<file path="config.mk">
export PLATFORM = sky130hd
export DESIGN_NAME = wt_dcache_miss_resp
export DESIGN_NICKNAME = d
export VERILOG_FILES = /design/src/rtl/wt_cache_pkg.sv /design/src/rtl/wt_dcache_repl_sel.sv /design/src/rtl/wt_dcache_miss_resp.sv
export SDC_FILE = /design/constraint.sdc
export NUM_CORES = 1
export LEC_CHECK = 0
export ABC_AREA = 1
export BUFFER_PORTS_ARGS = -buffer_cell sky130_fd_sc_hd__buf_2
export CORE_MARGIN = 2
export CORE_UTILIZATION = 50
export DETAILED_ROUTE_END_ITERATION = 8
export PLACE_DENSITY_LB_ADDON = 0.2
export SLEW_MARGIN = 15
export SYNTH_ARGS = -nofsm -noshare
export SYNTH_HDL_FRONTEND = slang
export SYNTH_HIERARCHICAL = 1
export SYNTH_SLANG_ARGS = --single-unit
</file>
<file path="constraint.sdc">
create_clock -name clk_i -period 3.3 [get_ports clk_i]
set_clock_uncertainty 0.1 [all_clocks]
set_input_delay 0.66 -clock clk_i [delete_from_list [all_inputs] [get_ports clk_i]]
set_output_delay 0.66 -clock clk_i [all_outputs]
set_load 0.01 [all_outputs]
</file>
<file path="src/rtl/wt_cache_pkg.sv">
// Shared types and geometry for the write-through dcache miss path.
// Holds the MSHR record, the miss FSM encoding and cache geometry constants.
package wt_cache_pkg;

    localparam int PLEN                = 32;
    localparam int DCACHE_SET_ASSOC    = 4;
    localparam int DCACHE_OFFSET_WIDTH = 5;
    localparam int DCACHE_CL_IDX_WIDTH = 7;
    localparam int CACHE_ID_WIDTH      = 3;
    localparam int DCACHE_WAY_W        = $clog2(DCACHE_SET_ASSOC);
    localparam int OWNER_W             = 8;

    typedef enum logic [1:0] {
        IDLE,
        MEM_REQ,
        WAIT_RTRN
    } miss_state_e;

    typedef struct packed {
        logic [PLEN-1:0]             paddr;
        logic [2:0]                  size;
        logic                        nc;
        logic [OWNER_W-1:0]          owner;
        logic [DCACHE_SET_ASSOC-1:0] way;
    } mshr_t;

    // One-hot of the lowest invalid way; all-zero when every way is valid.
    function automatic logic [DCACHE_SET_ASSOC-1:0] first_zero_oh(
        input logic [DCACHE_SET_ASSOC-1:0] vld
    );
        logic [DCACHE_SET_ASSOC-1:0] oh;
        oh = '0;
        for (int i = DCACHE_SET_ASSOC-1; i >= 0; i--) begin
            if (!vld[i]) begin
                oh    = '0;
                oh[i] = 1'b1;
            end
        end
        return oh;
    endfunction

endpackage

</file>
<file path="src/rtl/wt_dcache_repl_sel.sv">
// Victim-way selector used when every way of the target set is valid.
// WT_DCACHE_MISS_LFSR_EN selects a free-running LFSR; otherwise a use-stepped counter.
module wt_dcache_repl_sel
    import wt_cache_pkg::*;
(
    input  logic                    clk_i,
    input  logic                    rst_ni,
    input  logic                    advance,
    output logic [DCACHE_WAY_W-1:0] way
);

`ifdef WT_DCACHE_MISS_LFSR_EN
    logic [7:0] lfsr;
    logic       unused_advance;

    assign unused_advance = advance;

    // Fibonacci LFSR, taps 8,6,5,4, steps every cycle regardless of use.
    always_ff @(posedge clk_i or negedge rst_ni) begin
        if (!rst_ni) begin
            lfsr <= 8'hA5;
        end else begin
            lfsr <= {lfsr[6:0], lfsr[7] ^ lfsr[5] ^ lfsr[4] ^ lfsr[3]};
        end
    end

    assign way = lfsr[DCACHE_WAY_W-1:0];
`else
    logic [DCACHE_WAY_W-1:0] cnt;

    always_ff @(posedge clk_i or negedge rst_ni) begin
        if (!rst_ni) begin
            cnt <= '0;
        end else if (advance) begin
            cnt <= cnt + DCACHE_WAY_W'(1);
        end
    end

    assign way = cnt;
`endif

endmodule

</file>
<file path="src/rtl/wt_dcache_miss_resp.sv">
// Single-MSHR miss handler: arbitrates read-port misses, issues the refill, routes the return.
// Replacement policy is chosen at build time by WT_DCACHE_MISS_LFSR_EN (see wt_dcache_repl_sel).
module wt_dcache_miss_resp
    import wt_cache_pkg::*;
#(
    parameter int                        NumPorts = 3,
    parameter logic [CACHE_ID_WIDTH-1:0] MemTid   = CACHE_ID_WIDTH'(1)
) (
    input  logic                           clk_i,
    input  logic                           rst_ni,
    input  logic [NumPorts-1:0]            miss_req_i,
    output logic [NumPorts-1:0]            miss_ack_o,
    output logic [NumPorts-1:0]            miss_replay_o,
    output logic [NumPorts-1:0]            miss_rtrn_vld_o,
    input  logic [PLEN-1:0]                miss_paddr_i    [NumPorts],
    input  logic [DCACHE_SET_ASSOC-1:0]    miss_vld_bits_i [NumPorts],
    input  logic [NumPorts-1:0]            miss_nc_i,
    input  logic [2:0]                     miss_size_i     [NumPorts],
    output logic                           mem_req_o,
    input  logic                           mem_gnt_i,
    output logic [PLEN-1:0]                mem_paddr_o,
    output logic [2:0]                     mem_size_o,
    output logic                           mem_nc_o,
    output logic [CACHE_ID_WIDTH-1:0]      mem_tid_o,
    input  logic                           mem_rtrn_vld_i,
    input  logic [CACHE_ID_WIDTH-1:0]      mem_rtrn_tid_i,
    output logic                           wr_cl_vld_o,
    output logic [DCACHE_SET_ASSOC-1:0]    wr_cl_way_o,
    output logic [DCACHE_CL_IDX_WIDTH-1:0] wr_cl_idx_o,
    output logic                           busy_o
);

    localparam int PW = (NumPorts > 1) ? $clog2(NumPorts) : 1;

    miss_state_e                         state, state_nxt;
    mshr_t                               mshr, mshr_nxt;
    logic [PW-1:0]                       rr_ptr, rr_ptr_nxt;
    logic                                repl_use;
    logic [DCACHE_WAY_W-1:0]             repl_way;
    logic [DCACHE_SET_ASSOC-1:0]         free_way;
    logic [PLEN-DCACHE_OFFSET_WIDTH-1:0] mshr_line;
    logic                                found;
    int                                  idx;
    int                                  win;

    wt_dcache_repl_sel u_repl_sel (
        .clk_i   (clk_i),
        .rst_ni  (rst_ni),
        .advance (repl_use),
        .way     (repl_way)
    );

    assign mshr_line = mshr.paddr[PLEN-1:DCACHE_OFFSET_WIDTH];

    always_comb begin
        state_nxt       = state;
        mshr_nxt        = mshr;
        rr_ptr_nxt      = rr_ptr;
        repl_use        = 1'b0;
        free_way        = '0;
        found           = 1'b0;
        idx             = 0;
        win             = 0;
        miss_ack_o      = '0;
        miss_replay_o   = '0;
        miss_rtrn_vld_o = '0;
        mem_req_o       = 1'b0;
        wr_cl_vld_o     = 1'b0;

        // Same-line requests while a miss is outstanding must replay; others just stall.
        if (state != IDLE) begin
            for (int i = 0; i < NumPorts; i++) begin
                miss_replay_o[i] = miss_req_i[i] &&
                    (miss_paddr_i[i][PLEN-1:DCACHE_OFFSET_WIDTH] == mshr_line);
            end
        end

        case (state)
            IDLE: begin
                for (int k = 0; k < NumPorts; k++) begin
                    idx = int'(rr_ptr) + k;
                    if (idx >= NumPorts) idx = idx - NumPorts;
                    if (!found && miss_req_i[idx]) begin
                        found = 1'b1;
                        win   = idx;
                    end
                end
                if (found) begin
                    miss_ack_o[win] = 1'b1;
                    mshr_nxt.nc     = miss_nc_i[win];
                    mshr_nxt.owner  = OWNER_W'(win);
                    if (miss_nc_i[win]) begin
                        mshr_nxt.paddr = miss_paddr_i[win];
                        mshr_nxt.size  = miss_size_i[win];
                    end else begin
                        mshr_nxt.paddr = {miss_paddr_i[win][PLEN-1:DCACHE_OFFSET_WIDTH],
                                          {DCACHE_OFFSET_WIDTH{1'b0}}};
                        mshr_nxt.size  = 3'b111;
                    end
                    free_way = first_zero_oh(miss_vld_bits_i[win]);
                    if (free_way == '0) begin
                        repl_use     = 1'b1;
                        mshr_nxt.way = {{(DCACHE_SET_ASSOC-1){1'b0}}, 1'b1} << repl_way;
                    end else begin
                        mshr_nxt.way = free_way;
                    end
                    rr_ptr_nxt = (win == NumPorts-1) ? '0 : PW'(win + 1);
                    state_nxt  = MEM_REQ;
                end
            end
            MEM_REQ: begin
                mem_req_o = 1'b1;
                if (mem_gnt_i) state_nxt = WAIT_RTRN;
            end
            WAIT_RTRN: begin
                if (mem_rtrn_vld_i && mem_rtrn_tid_i == MemTid) begin
                    for (int i = 0; i < NumPorts; i++) begin
                        miss_rtrn_vld_o[i] = (mshr.owner == OWNER_W'(i));
                    end
                    wr_cl_vld_o = !mshr.nc;
                    state_nxt   = IDLE;
                end
            end
            default: state_nxt = IDLE;
        endcase
    end

    always_ff @(posedge clk_i or negedge rst_ni) begin
        if (!rst_ni) begin
            state  <= IDLE;
            mshr   <= '0;
            rr_ptr <= '0;
        end else begin
            state  <= state_nxt;
            mshr   <= mshr_nxt;
            rr_ptr <= rr_ptr_nxt;
        end
    end

    assign mem_paddr_o = mshr.paddr;
    assign mem_size_o  = mshr.size;
    assign mem_nc_o    = mshr.nc;
    assign mem_tid_o   = MemTid;
    assign wr_cl_way_o = mshr.way;
    assign wr_cl_idx_o = mshr.paddr[DCACHE_OFFSET_WIDTH +: DCACHE_CL_IDX_WIDTH];
    assign busy_o      = (state != IDLE);

endmodule

</file>
==> qor.csv, run 1 <==
metric,value,unit
critical path buffer and inverter count,4,
setup_tns,0,ns
Cell Pwr Density,1160,nW/µm²
pre-CTS WS,0.172,ns
worst-path cell chain,"buf_4, ha_1, inv_1, nand2_1, nand3_1, nand2_1, nand3_1, nor2_1, nor2_2, ha_1, inv_1, nor2_4, buf_6",
Num CTS Buffers,5,
worst setup margin,0.142,ns
clk buf depth,2,
Area Growth Syn to Fin,18.5,%
worst-margin pin slew,0.690,ns
Clock Sink Count,50,
Core Area,9110,µm²
die height,100,µm
1st-iter DRT viols,258,
Yosys top cell area share,0.271,
Final ANT Viol Nets,0,
Syn Area/Cell,7.17,µm²
"Cell Area, Placed",5290,µm²
dpl hpwl,10900,µm
drt drc,0,
GPL Wtd Cong,0.948,
outcome,finished clean,
first-pass GRT wire length,22300,µm
Yosys top cell by area,dfrtp_1,
WP data arrival,2.40,ns
Leak,2.82,nW
fin crit share,0.957,
Top delay family on crit path,simple AND/OR/NAND/NOR gates,
Post-Place Cells,887,
fin nets,924,
Via density,5.36,
top post-synthesis cells by count,"nand2_1, inv_1, nor2_1, buf_4, dfrtp_1",
H-tree depth,2,
WS Path Type,reg -> out,
endpoints failing setup,0,
largest net degree at the start of global routing,51,
IO Pins,192,
"Reg clk slew, reported paths",0.10,ns
site row count,35,
# hold bufs at CTS,0,
critical path launch point type,register,
Final Hold Violating Endpoints,0,
number of synthesized register bits,50,
post-synthesis async set-or-reset flop share,1.00,
Root Buffer,clkbuf_8,
"top cells by area, synth","dfrtp_1, nand2_1, buf_4",
synthesized area,4620,µm²
Max-slew headroom,0.540,
Max Freq,317,MHz
Hold WS,0.360,ns
initial antenna violation count,0,
Power Total,6.33,mW
Die Area,10000,µm²
fin area,5480,µm²
minimum clock period,3.16,ns
synthesis warning total,6,
ys flop type,dfrtp_1,
Post-synth EDFFs,0,
Total Routing Usage GR,0.280,
top-count cell post-synth,nand2_1,
die width,100,µm
post-route insts no fill,898,
Synth cell types,50,
GR Overflow Total,0,
Max Slew Vio Count,0,
Initial Utilization,0.508,
max incr delay on CP,0.40,ns
Worst Path Required,2.54,ns
Worst R2R Setup Slack,0.43,ns
"Max FO, Critical Path",5,
worst hold-check path type,in -> async,
Max Cap Viol,0,
Max VDD drop,0.00101,V
CTS tree,built,
via count,4812,
final design utilization,0.601,
layout cells sized above 1,0.343,
"slowest stage cell, crit path",dfrtp_1,
Worst-Skew Late Latency,0.31,ns
Post-Syn Instances,645,
worst r2r src,rr_ptr[1],
nature of the critical path endpoint,primary output,
drt first pass iters,5,
CP startpoint,rr_ptr[1],
DR WL/cell,15.7,µm
vias in the first global route,4694,
WL final,14100,µm
n_diodes,0,
post-synthesis sequential area ratio,0.271,
number of port buffers,188,
[cell type report]
class                   count  area [µm²]
inverters                  71         279
fillers                   891        3630
clock buffers               6        82.6
multi-input cells         458        2670
repair buffers            200        1040
clock inverters             2        16.3
flip-flops and latches     50        1250
well taps                 111         139
[state kept, by name, indices dropped and copies added, names as in the netlist]
name / count
mem_paddr_o: 32
mshr: 4
wr_cl_way_o: 4
mem_size_o: 3
rr_ptr: 2
state: 2
u_repl_sel/way: 2
mem_nc_o: 1
[cell families after synthesis]
family	after synthesis	synth area share
flip-flops	50	0.271
XOR/XNOR	39	0.0739
AND/OR/NAND/NOR	301	0.296
multiplexers	1	0.00217
AO/OA/AOI/OAI	106	0.172
other	2	0.00162
adder cells (fa/ha/maj)	8	0.0217
buffers and inverters	138	0.162
[report_power, final]
group / total, mW / switching (mW) / internal [mW]
clock: 0.408 / 0.235 / 0.173
combinational: 4.63 / 2.92 / 1.71
sequential: 1.29 / 0.356 / 0.936
[path summary, 6_finish.rpt]
kind	cells after the start	to
worst max-delay path	13	miss_ack_o[2]
worst min-delay path	2	mem_paddr_o[24]
worst max register to register	14	mem_paddr_o[2]
worst min register to register	2	wr_cl_way_o[3]
max in group asynchronous	2	mem_size_o[1]
min in group clk_i	2	wr_cl_way_o[3]
[placed cells by master (no fill, tap or decap), types with 5 or more instances in the layout]
master | Yosys | final
a221oi_1 | 12 | 12
a22o_1 | 5 | 5
buf_2 | 8 | 187
buf_4 | 52 | 12
clkbuf_8 | 0 | 6
dfrtp_1 | 50 | 50
ha_1 | 8 | 6
inv_1 | 66 | 64
inv_2 | 3 | 5
nand2_1 | 154 | 152
nand2_2 | 9 | 11
nand3_1 | 30 | 30
nand4_1 | 9 | 9
nor2_1 | 57 | 54
nor3_1 | 6 | 5
nor4_1 | 5 | 5
o21ai_0 | 37 | 37
o221ai_1 | 13 | 13
o22ai_1 | 6 | 6
o311ai_1 | 7 | 7
or2_2 | 17 | 17
xnor2_1 | 27 | 27
xor2_1 | 12 | 12
[metal layers]
| metal | GRT usage | part of all wire |
|---|---|---|
| met5 | 0 | 0 |
| met4 | 0.0801 | 0.016 |
| met3 | 0.0418 | 0.064 |
| met2 | 0.499 | 0.51 |
| met1 | 0.351 | 0.41 |
[what timing repair did]
action | CTS | global route
hold endpoints to repair | 0 | 0
gates resized for setup | 5 | 13
pin swaps | 0 | 2
buffers inserted | 1 | 2
endpoints found under the setup margin | 3 | 3
cloned | 0 | 0
[worst register-to-register path: stages, from the launching register on]
cell and delay, ns:
dfrtp_1 0.40, buf_4 0.16, ha_1 0.22, inv_1 0.15, nand2_1 0.07, nand3_1 0.09, nand2_1 0.11, nand3_1 0.15
nand2_2 0.11, nand2_4 0.13, buf_4 0.48, nand2_1 0.14, o21ai_2 0.11, o21ai_4 0.12, a22o_1 0.24
Note: power is estimated with default switching activity, not from simulation.
==> run 2, diff against run 1 <==
CORE_MARGIN = 1.5   (was 2)
==> qor.csv, run 2 (synthesis results as in run 1) <==
metric,value,unit,change
outcome,finished clean,,unchanged
Root Buffer,clkbuf_8,,unchanged
"leading cell type in the layout, fill and taps excluded",buf_2,,unchanged
first-pass GRT wire length,22400,µm,was 22300 µm
worst r2r src,rr_ptr[1],,unchanged
Worst R2R Setup Slack,0.32,ns,was 0.43 ns
via count,4995,,was 4812
"commonest non-fill, non-tap cells in the layout","buf_2, nand2_1, inv_1, nor2_1, dfrtp_1",,unchanged
Post-Place Cells,886,,was 887
Top delay family on crit path,simple AND/OR/NAND/NOR gates,,unchanged
Area Growth Syn to Fin,19.4,%,was 18.5%
pre-CTS WS,0.225,ns,was 0.172 ns
"Max FO, Critical Path",4,,was 5
Final ANT Viol Nets,0,,unchanged
layout cells sized above 1,0.349,,was 0.343
Clock Sink Count,50,,unchanged
largest net degree at the start of global routing,35,,was 51
GR Overflow Total,0,,unchanged
Worst Path Required,2.54,ns,about the same
clk buf depth,2,,unchanged
number of port buffers,188,,unchanged
WP data arrival,2.42,ns,was 2.40 ns
dpl hpwl,11100,µm,was 10900 µm
max incr delay on CP,0.45,ns,was 0.40 ns
critical path launch point type,register,,unchanged
final design utilization,0.624,,was 0.601
fin crit share,0.964,,was 0.957
WL final,14400,µm,was 14100 µm
vias in the first global route,4592,,was 4694
drt drc,0,,unchanged
Max Freq,314,MHz,was 317 MHz
Total Routing Usage GR,0.286,,was 0.280
Max VDD drop,0.000720,V,was 0.00101 V
die width,99.2,µm,was 100 µm
worst hold-check path type,in -> async,,unchanged
nature of the critical path endpoint,primary output,,unchanged
CTS tree,built,,unchanged
n_diodes,0,,unchanged
worst setup margin,0.120,ns,was 0.142 ns
Die Area,9830,µm²,was 10000 µm²
GPL Wtd Cong,0.906,,was 0.948
Max Slew Vio Count,0,,unchanged
IO Pins,192,,unchanged
"most used cell, CP",nand2_1,,
initial antenna violation count,0,,unchanged
number of filler cells placed in the layout,837,,was 891
Initial Utilization,0.522,,was 0.508
critical path buffer and inverter count,5,,was 4
Max Cap Viol,0,,unchanged
worst-path cell chain,"inv_4, ha_4, inv_2, nand2_2, nor2_4, inv_1, nand2_1, nand2_1, nand2_1, nand2_2, nand2_4, ha_1, inv_1, nor2_4, buf_2",,"was buf_4, ha_1, inv_1, nand2_1, nand3_1, nand2_1, nand3_1, nor2_1, nor2_2, ha_1, inv_1, nor2_4, buf_6"
Num CTS Buffers,5,,unchanged
"Reg clk slew, reported paths",0.10,ns,about the same
Hold WS,0.179,ns,was 0.360 ns
Leak,2.85,nW,was 2.82 nW
Via density,5.54,,was 5.36
DR WL/cell,16.0,µm,was 15.7 µm
Core Area,8850,µm²,was 9110 µm²
minimum clock period,3.18,ns,was 3.16 ns
site row count,34,,was 35
post-route insts no fill,901,,was 898
max reg flops,32,,unchanged
fin nets,930,,was 924
R2R depth,22,,was 14
"slowest stage cell, crit path",dfrtp_2,,was dfrtp_1
WS Path Type,reg -> out,,unchanged
reg2reg end,u_repl_sel/way[1],,was mem_paddr_o[2]
die height,99.2,µm,was 100 µm
Worst-Skew Late Latency,0.31,ns,about the same
H-tree depth,2,,unchanged
drt first pass iters,5,,unchanged
Cell Pwr Density,1180,nW/µm²,was 1160 nW/µm²
1st-iter DRT viols,361,,was 258
endpoints failing setup,0,,unchanged
# hold bufs at CTS,0,,unchanged
Final Hold Violating Endpoints,0,,unchanged
==> run 2: cell count changes in the layout (fill, tap and decap cells not counted), moves of 2 or more <==
| cell | change |
|---|---|
| inv_2 | -2 |
| inv_4 | +2 |
| dfrtp_2 | +2 |
| buf_4 | +6 |
| clkinv_2 | +2 |
| dfrtp_1 | -2 |
==> run 2: where the power goes <==
| part | total [mW] | internal (mW) | switching, mW | leakage, nW |
|---|---|---|---|---|
| sequential | 1.31 | 0.939 | 0.370 | 0.610 |
| clock | 0.395 | 0.169 | 0.226 | 0.0472 |
| combinational | 4.79 | 1.81 | 2.98 | 2.19 |
| total | 6.50 | 2.92 | 3.58 | 2.85 |
==> run 2: what timing repair did <==
action	4_1_cts	5_1_grt
gates cloned	0	0
endpoints found under the setup margin	3	5
buffers inserted	1	6
pin swaps	0	3
gates resized for setup	6	14
==> run 2: final cells by class <==
| class | count | area (µm²) | area share |
|---|---|---|---|
| inverter | 71 | 285 | 0.0517 |
| clock buffer | 6 | 82.6 | 0.0150 |
| timing repair buffer | 206 | 1080 | 0.195 |
| sequential | 50 | 1250 | 0.227 |
| multi-input combinational | 458 | 2680 | 0.485 |
| tap | 108 | 135 | 0.0245 |
| clock inverter | 2 | 12.5 | 0.00227 |
==> run 2: worst max-delay path by stage <==
stage | from | endpoint | slack [ns] | cells after the start
2_1_floorplan | rr_ptr[1] | miss_ack_o[2] | 0.25 | 15
3_5_place_dp | rr_ptr[1] | miss_ack_o[0] | 0.23 | 14
5_1_grt | rr_ptr[0] | miss_ack_o[1] | -0.02 | 14
6_report | rr_ptr[1] | miss_ack_o[2] | 0.12 | 15
3_3_place_gp | rr_ptr[1] | miss_ack_o[0] | 0.34 | 14
4_1_cts | rr_ptr[0] | miss_ack_o[1] | 0.004 | 15
==> run 2: routing by layer <==
layer	GRT usage	vias up	routed length (µm)
li1	-	2381	-
met1	0.391	2333	6220
met2	0.489	259	6740
met3	0.0394	22	1200
met4	0.0607	0	221
met5	0	-	0
==> run 2: stage by stage <==
step           TNS, ns  instance area [µm²]  total power [mW]
3_3_place_gp         0                 5310              5.67
3_5_place_dp         0                 5310              5.81
6_report             0                 5520              6.50
4_1_cts              0                 5430              6.25
2_1_floorplan        0                 4630              4.90
5_1_grt        -0.0236                 5520              7.05
